===== config.mk =====
export PLATFORM = sky130hd
export DESIGN_NAME = rgmii_tx
export DESIGN_NICKNAME = d
export VERILOG_FILES = /design/src/rtl/rgmii_tx.sv
export SDC_FILE = /design/constraint.sdc
export NUM_CORES = 1
export LEC_CHECK = 0
export CAP_MARGIN = 25
export CORE_MARGIN = 4
export CORE_UTILIZATION = 25
export DETAILED_ROUTE_END_ITERATION = 8
export GPL_TIMING_DRIVEN = 0
export PLACE_DENSITY = 0.58
export SETUP_SLACK_MARGIN = 0.02
export SYNTH_ARGS = -nofsm -noshare
export SYNTH_HDL_FRONTEND = slang
export SYNTH_SLANG_ARGS = --single-unit

===== constraint.sdc =====
create_clock -name mac_clk -period 2.7 [get_ports mac_clk]
set_clock_uncertainty 0.05 [all_clocks]
set_input_delay 0.54 -clock mac_clk [delete_from_list [all_inputs] [get_ports mac_clk]]
set_output_delay 0.54 -clock mac_clk [all_outputs]
set_load 0.01 [all_outputs]

===== src/rtl/rgmii_tx.sv =====
// RGMII transmit framer: preamble/SFD insert, optional pad + CRC-32 (RGMII_TX_FCS_EN), IFG enforcement.
// Latency: beat accepted in cycle n is on the rgmii_* outputs in cycle n+1; all outputs registered.
// Backpressure: mac_ready only in S_SFD/S_DATA (plus stray non-SOP discard in S_IDLE); valid drop mid-frame aborts.
module rgmii_tx #(
    parameter int DATA_WIDTH   = 8,
    parameter int PREAMBLE_LEN = 7,
    parameter int MIN_FRAME    = 60,
    parameter int IFG_BYTES    = 12
) (
    input  logic                  mac_clk,
    input  logic                  mac_rst,
    input  logic                  mac_startofpacket,
    input  logic                  mac_endofpacket,
    input  logic                  mac_valid,
    input  logic [DATA_WIDTH-1:0] mac_data,
    input  logic                  mac_error,
    output logic                  mac_ready,
    output logic [3:0]            rgmii_txd_rise,
    output logic [3:0]            rgmii_txd_fall,
    output logic                  rgmii_ctl_rise,
    output logic                  rgmii_ctl_fall,
    output logic                  tx_frame_done,
    output logic                  tx_underrun
);

`ifdef RGMII_TX_FCS_EN
    typedef enum logic [2:0] {
        S_IDLE = 3'd0, S_PREAMBLE = 3'd1, S_SFD = 3'd2, S_DATA = 3'd3,
        S_PAD = 3'd4, S_FCS = 3'd5, S_IFG = 3'd6
    } state_t;

    localparam logic [15:0] MIN_CNT = 16'(MIN_FRAME);

    function automatic logic [31:0] crc_byte(input logic [31:0] c, input logic [7:0] d);
        logic [31:0] r;
        r = c ^ {24'h0, d};
        for (int i = 0; i < 8; i++) begin
            r = r[0] ? ((r >> 1) ^ 32'hEDB88320) : (r >> 1);
        end
        return r;
    endfunction

    logic [31:0] crc_q, crc_d, crc_fin;
`else
    typedef enum logic [2:0] {
        S_IDLE = 3'd0, S_PREAMBLE = 3'd1, S_SFD = 3'd2, S_DATA = 3'd3, S_IFG = 3'd6
    } state_t;
`endif

    localparam logic [7:0] PRE_LAST = 8'(PREAMBLE_LEN - 1);
    localparam logic [7:0] IFG_LAST = 8'(IFG_BYTES - 1);

    state_t      state_q, state_d;
    logic [15:0] byte_cnt_q, byte_cnt_d, cnt_inc;
    logic [7:0]  ph_cnt_q, ph_cnt_d;
    logic [7:0]  txd_q, txd_d;
    logic        en_q, en_d, er_q, er_d;
    logic        done_q, done_d, unr_q, unr_d;

    assign cnt_inc = (byte_cnt_q == 16'hFFFF) ? byte_cnt_q : byte_cnt_q + 16'd1;

    // The combinational block decides what the wire shows in the next cycle.
    always_comb begin
        state_d    = state_q;
        byte_cnt_d = byte_cnt_q;
        ph_cnt_d   = ph_cnt_q;
        txd_d      = 8'h00;
        en_d       = 1'b0;
        er_d       = 1'b0;
        done_d     = 1'b0;
        unr_d      = 1'b0;
        mac_ready  = 1'b0;
`ifdef RGMII_TX_FCS_EN
        crc_d      = crc_q;
        crc_fin    = ~crc_q;
`endif
        case (state_q)
            S_IDLE: begin
                mac_ready = mac_valid & ~mac_startofpacket;
                if (mac_valid && mac_startofpacket) begin
                    state_d    = S_PREAMBLE;
                    ph_cnt_d   = 8'd0;
                    byte_cnt_d = 16'd0;
                    txd_d      = 8'h55;
                    en_d       = 1'b1;
`ifdef RGMII_TX_FCS_EN
                    crc_d      = 32'hFFFFFFFF;
`endif
                end
            end
            S_PREAMBLE: begin
                en_d = 1'b1;
                if (ph_cnt_q == PRE_LAST) begin
                    txd_d   = 8'hD5;
                    state_d = S_SFD;
                end else begin
                    txd_d    = 8'h55;
                    ph_cnt_d = ph_cnt_q + 8'd1;
                end
            end
            S_SFD, S_DATA: begin
                mac_ready = 1'b1;
                en_d      = 1'b1;
                ph_cnt_d  = 8'd0;
                if (mac_valid) begin
                    txd_d      = mac_data;
                    er_d       = mac_error;
                    byte_cnt_d = cnt_inc;
                    state_d    = S_DATA;
`ifdef RGMII_TX_FCS_EN
                    crc_d      = crc_byte(crc_q, mac_data);
                    if (mac_endofpacket) begin
                        state_d = (cnt_inc < MIN_CNT) ? S_PAD : S_FCS;
                    end
`else
                    if (mac_endofpacket) begin
                        state_d = S_IFG;
                        done_d  = 1'b1;
                    end
`endif
                end else begin
                    // Underrun: one errored filler byte, then straight to the gap.
                    er_d    = 1'b1;
                    unr_d   = 1'b1;
                    state_d = S_IFG;
                end
            end
`ifdef RGMII_TX_FCS_EN
            S_PAD: begin
                en_d       = 1'b1;
                byte_cnt_d = cnt_inc;
                crc_d      = crc_byte(crc_q, 8'h00);
                if (cnt_inc >= MIN_CNT) begin
                    state_d = S_FCS;
                end
            end
            S_FCS: begin
                en_d     = 1'b1;
                ph_cnt_d = ph_cnt_q + 8'd1;
                case (ph_cnt_q[1:0])
                    2'd0:    txd_d = crc_fin[7:0];
                    2'd1:    txd_d = crc_fin[15:8];
                    2'd2:    txd_d = crc_fin[23:16];
                    default: txd_d = crc_fin[31:24];
                endcase
                if (ph_cnt_q[1:0] == 2'd3) begin
                    state_d  = S_IFG;
                    ph_cnt_d = 8'd0;
                    done_d   = 1'b1;
                end
            end
`endif
            S_IFG: begin
                ph_cnt_d = ph_cnt_q + 8'd1;
                if (ph_cnt_q == IFG_LAST) begin
                    state_d  = S_IDLE;
                    ph_cnt_d = 8'd0;
                end
            end
            default: state_d = S_IDLE;
        endcase
    end

    always_ff @(posedge mac_clk) begin
        if (mac_rst) begin
            state_q    <= S_IDLE;
            byte_cnt_q <= 16'd0;
            ph_cnt_q   <= 8'd0;
            txd_q      <= 8'h00;
            en_q       <= 1'b0;
            er_q       <= 1'b0;
            done_q     <= 1'b0;
            unr_q      <= 1'b0;
`ifdef RGMII_TX_FCS_EN
            crc_q      <= 32'd0;
`endif
        end else begin
            state_q    <= state_d;
            byte_cnt_q <= byte_cnt_d;
            ph_cnt_q   <= ph_cnt_d;
            txd_q      <= txd_d;
            en_q       <= en_d;
            er_q       <= er_d;
            done_q     <= done_d;
            unr_q      <= unr_d;
`ifdef RGMII_TX_FCS_EN
            crc_q      <= crc_d;
`endif
        end
    end

    assign rgmii_txd_rise = txd_q[3:0];
    assign rgmii_txd_fall = txd_q[7:4];
    assign rgmii_ctl_rise = en_q;
    assign rgmii_ctl_fall = en_q ^ er_q;
    assign tx_frame_done  = done_q;
    assign tx_underrun    = unr_q;

endmodule


======== Yosys cells after proc, flatten, opt, wreduce, memory -nomap -nowiden ========
Cells that the tools add are included.
W data, S select, Z words.
storage, ports and cells
  logic and storage cells ................. 52
  output and inout port bits .............. 13
  register bits after elaboration ......... 23
cells by class
  add/sub/neg operators ................... 1
  muxes and demuxes ....................... 20
  equal/unequal tests ..................... 10
  bitwise operators ....................... 5
  reductions and logical operators ........ 9
operators with widths
  kind                   count
  $mux W8                5
  $pmux W8 S4            1
  $pmux W8 S3            1
  $mux W3                5
  $pmux W3 S4            1
  $add A8 B1 Y8 const B  1
  $eq A8 B3 Y1 const B   1
  $eq A8 B4 Y1 const B   1
  $ne A2 B2 Y1 const B   4
  $mux W7                1
  $eq A3 B2 Y1 const B   2
  $reduce_and A3 Y1      2
  $reduce_or A3 Y1       2
  $mux W1                4
  $pmux W1 S2            2
  $reduce_bool A4 Y1     1
  $reduce_or A2 Y1       2
  $eq A3 B1 Y1 const B   1
  $eq A3 B3 Y1 const B   1
  $logic_not A3 Y1       1
  $not A1 Y1             3
  $and A1 B1 Y1          1
  $logic_and A1 B1 Y1    1
  $xor A1 B1 Y1          1

======== Longest topological paths before layout ========
Gate-level depths: netlist of the first run.
  depth in word-level cells ............... 4
  depth in mapped cells ................... 6
  depth with buffers taken out ............ 6

======== Worst setup path before layout of the first run ========
Ideal clock, no wire load.
  path kind ............................... reg-to-reg
  start ................................... register ph_cnt_q[0]
  end ..................................... register ph_cnt_q[6]
  clock period less this slack ............ 1.794 ns
  cell stages (with the launch flop) ...... 7
  path buffers ............................ 0
  path slack .............................. 0.906 ns
  data required time ...................... 2.526 ns
  setup time .............................. 0.124 ns
  arrival ................................. 1.620 ns
  path through ............................ dfxtp_1 inv_1 ha_1 and3b_4 a311o_1 a211o_1 mux2i_1
on the way
  longest elaborated chain between the ends .. 3
  elaborated cells on any way between the ends .. 8
RTL lines
  item                                                     line     RTL
  start: declaration                                       55       logic [7:0] ph_cnt_q, ph_cnt_d;
  start signal: assignment                                 180      ph_cnt_q <= ph_cnt_d;
  $add A8 B1 Y8 (tied with other cells)                    98, 154
  $mux W8 (tied with other cells)                          155      if (ph_cnt_q == IFG_LAST) begin
  $pmux W8 S4 / $reduce_and A3 Y1 (equally long branches)  -
Several ways; a longest one is shown, not always the timed one. The select of a mux whose other input is x is not followed.
A chain may end at the register's enable or synchronous reset.

======== Worst setup path after layout of the first run ========
  start ................................... input port mac_startofpacket
  end ..................................... output port mac_ready
on the way
  longest elaborated chain between the ends .. 3
RTL lines
  item                line  RTL
  start: declaration  12    input logic mac_startofpacket,
  $not A1 Y1          79    mac_ready = mac_valid & ~mac_startofpacket;
  $and A1 B1 Y1       79
  $pmux W1 S2         77    case (state_q)
  end: declaration    17    output logic mac_ready,
Every way passes these cells.

==> results of run 1 <==
[cell families after synthesis]
kind of cell	Yosys count	synth area share, %
AO/OA/AOI/OAI	41	27.0
XOR/XNOR	1	0.747
adder cells (fa/ha/maj)	2	2.13
buffers and inverters	15	7.90
flip-flops	23	39.3
multiplexers	3	2.56
AND/OR/NAND/NOR	43	20.4
[layer usage]
| layer | track usage [%] | vias up | routed length, um | part of all wire [%] |
|---|---|---|---|---|
| met1 | 12.4 | 481 | 1300 | 48 |
| met5 | 0 | - | 0 | 0 |
| li1 | - | 526 | - | - |
| met4 | 2.72 | 0 | 26 | 0.96 |
| met2 | 16.7 | 37 | 1180 | 43 |
| met3 | 3.66 | 4 | 220 | 8.1 |
[layout by cell type (no fill, tap or decap), types with 2 or more instances in the layout]
cell type,count
buf_2,2
clkbuf_8,3
buf_6,4
o211ai_1,6
inv_1,7
ha_1,2
a21oi_1,15
nor2_1,7
and2_1,5
o21a_1,2
nand3_1,5
o22ai_1,2
nand2b_1,2
nand4_1,3
dfxtp_1,23
nor3_1,3
nand2_1,11
mux2i_1,3
clkdlybuf4s50_1,25
[power groups by stage]
stage               Sequential [mW]  Combinational [mW]  Clock, mW
finish                        0.404               0.341      0.213
global route                  0.411               0.381      0.235
CTS                           0.405               0.343      0.221
detailed placement            0.413               0.341          0
global placement              0.410               0.337          0
floorplan                     0.420               0.205          0
[layout make-up]
cell class              count  share of cell area (%)
multi-input cells          90                    40.4
flip-flops and latches     23                    30.0
repair buffers             25                    16.3
well taps                  52                    4.24
plain buffers               7                    4.08
clock buffers               3                    2.69
inverters                   8                    1.96
clock inverters             1                   0.326
[worst paths after layout]
kind                      from           to  slack, ns
max          mac_startofpacket    mac_ready       0.28
min                  mac_valid  tx_underrun       0.47
max reg2reg        ph_cnt_q[0]   state_q[0]       0.73
min reg2reg        ph_cnt_q[1]  ph_cnt_q[1]       0.48
[cells in the mapped netlist, types with 2 or more instances]
| cell type | n | area [um2] |
|---|---|---|
| buf_6 | 4 | 45.0 |
| ha_1 | 2 | 25.0 |
| nand2b_1 | 2 | 12.5 |
| mux2i_1 | 3 | 30.0 |
| and2_1 | 5 | 31.3 |
| nor3_1 | 3 | 15.0 |
| buf_2 | 2 | 10.0 |
| o22ai_1 | 2 | 12.5 |
| o211ai_1 | 6 | 45.0 |
| dfxtp_1 | 23 | 460 |
| a21oi_1 | 15 | 75.1 |
| nor2_1 | 7 | 26.3 |
| nand2_1 | 11 | 41.3 |
| inv_1 | 7 | 26.3 |
| nand3_1 | 5 | 25.0 |
| o21a_1 | 2 | 15.0 |
| nand4_1 | 3 | 18.8 |
[critical path: cells and delay by family]
kind	cells	cell delay (ns)
AO/OA/AOI/OAI	1	0.07
buffers and inverters	2	1.00
AND/OR/NAND/NOR	2	0.22
[per-stage QoR]
| step | instances | instance area (um2) | power [mW] |
|---|---|---|---|
| CTS | 209 | 1530 | 0.970 |
| detailed placement | 205 | 1490 | 0.754 |
| global route | 209 | 1530 | 1.03 |
| floorplan | 128 | 1170 | 0.624 |
| finish | 209 | 1530 | 0.958 |
| global placement | 205 | 1490 | 0.748 |
[flip-flops by register name (all words and copies together), names as in the netlist]
| name | cells |
|---|---|
| rgmii_ctl_rise | 1 |
| tx_frame_done | 1 |
| ph_cnt_q | 8 |
| er_q | 1 |
| txd_q | 8 |
| state_q | 3 |
| tx_underrun | 1 |
==> flow_metrics.tcl, run 1 <==
set metrics [dict create \
    outcome "completed" \
    arrival_ns 1.83 \
    grt_pass1_vias 1055 \
    clk_pin_slew_worst_paths_ns 0.08 \
    netlist_area_um2 1170 \
    grt_pass1_wl_um 4990 \
    num-fill-cells 452 \
    p_sw_share_pct 32.2 \
    die_y_um 76.5 \
    worst_slack_ns 0.281 \
    hold_depth 2 \
    min_period_ns 2.42 \
    r2r_cells 6 \
    dr.pass1.iters 4 \
    slew_headroom_pct 71.3 \
    core_um2 4440 \
    antenna_found_initial 0 \
    grt_usage_pct 10.1 \
    hold_viol 0 \
    drcViolationCount 0 \
    vias_per_cell 5.01 \
    hold_slack_ns 0.470 \
    switchingPower_uw 308 \
    io_pins 27 \
    irDropWorstVdd_mv 0.198 \
    rsz0062_at_grt "no" \
    die-area_um2 5850 \
    p_leak_nw 0.531 \
    clock.fmax_mhz 413 \
    grt_max_degree 14 \
    path_class "in -> out" \
    final.setup.tns_ns 0 \
    cts_tree "built" \
    place_hpwl_um 2100 \
    gp_congestion 0.845 \
    crit_path_top_delay_cell "clkdlybuf4s50_1" \
    synth.avg_cell_area_um2 9.16 \
    synth_edf_count 0 \
    p_comb_share_pct 35.6 \
    via_count 1048 \
    die_w_um 76.5 \
    min_path_type "in -> reg" \
    period_share_pct 89.6 \
    ff_latch_area_um2 460 \
    drt-total-wl_um 2720 \
    cts_made_buffers 3 \
    seqPwrFrac_pct 42.2 \
    area_delta_synth_final_pct 30.8 \
    drive_above_1_share_pct 13.4 \
    cp_data_required_time_ns 2.11 \
    critPathLaunchType "input pin" \
    clock_latency_ns 0.26 \
    synth-seq-cells 23 \
    critPathMaxStageDelay_ns 0.55 \
    clkSinkCount 23 \
    slew_violations 0 \
    n_antenna_cell 0 \
    ys_seq_area_share_pct 39.3 \
    syn-instance-count 128 \
    start_util_pct 26.4 \
    pre_cts_slack_ns 0.304 \
    overflow 0 \
    root_buffer "clkbuf_8" \
    p_clk_share_pct 22.2 \
    ys_warn_count 0 \
    wl_per_cell_um 13.0 \
    setup-violations-final 0 \
    nets 174 \
    drt_iter0_markers 40 \
    cts_resized 0 \
    power_density_nw_per_um2 624 \
    clock_path_buffers 2 \
    synth_nets 144 \
    p_int_uw 649 \
    fin_util_pct 34.5 \
    post_cts_buffers 0 \
    ys_types 43 \
    rows 24 \
    ant_nets 0 \
    multiInputGateArea_um2 619 \
    htree_levels 1 \
    crit_path_end_kind "output port" \
    io_buffer_count 25 \
    async_reset_ff_share_pct 0 \
    cp_max_fo 3 \
    worstPathCellList "clkdlybuf4s50_1, nor2_1, a21oi_1, nor2_1, clkdlybuf4s50_1" \
    hold_buffers 0 \
    drv_cap 0 \
    synth-main-ff-cell "dfxtp_1" \
    worst_pin_slew_ns 0.427 \
]
Power figures use the tool's default switching activity.
==> inputs of run 2 (changes only) <==
==> constraint.sdc (replaced) <==
create_clock -name mac_clk -period 2.7 [get_ports mac_clk]
set_clock_uncertainty 0.05 [all_clocks]
set_input_delay 0.405 -clock mac_clk [delete_from_list [all_inputs] [get_ports mac_clk]]
set_output_delay 0.405 -clock mac_clk [all_outputs]
set_load 0.01 [all_outputs]
==> results of run 2 <==
The final DEF is identical to that of run 1. Status: completed.
Main changes from that run: setup slack after placement 0.304 ns -> 0.574 ns; setup slack after layout 0.281 ns -> 0.551 ns; hold slack 0.470 ns -> 0.335 ns
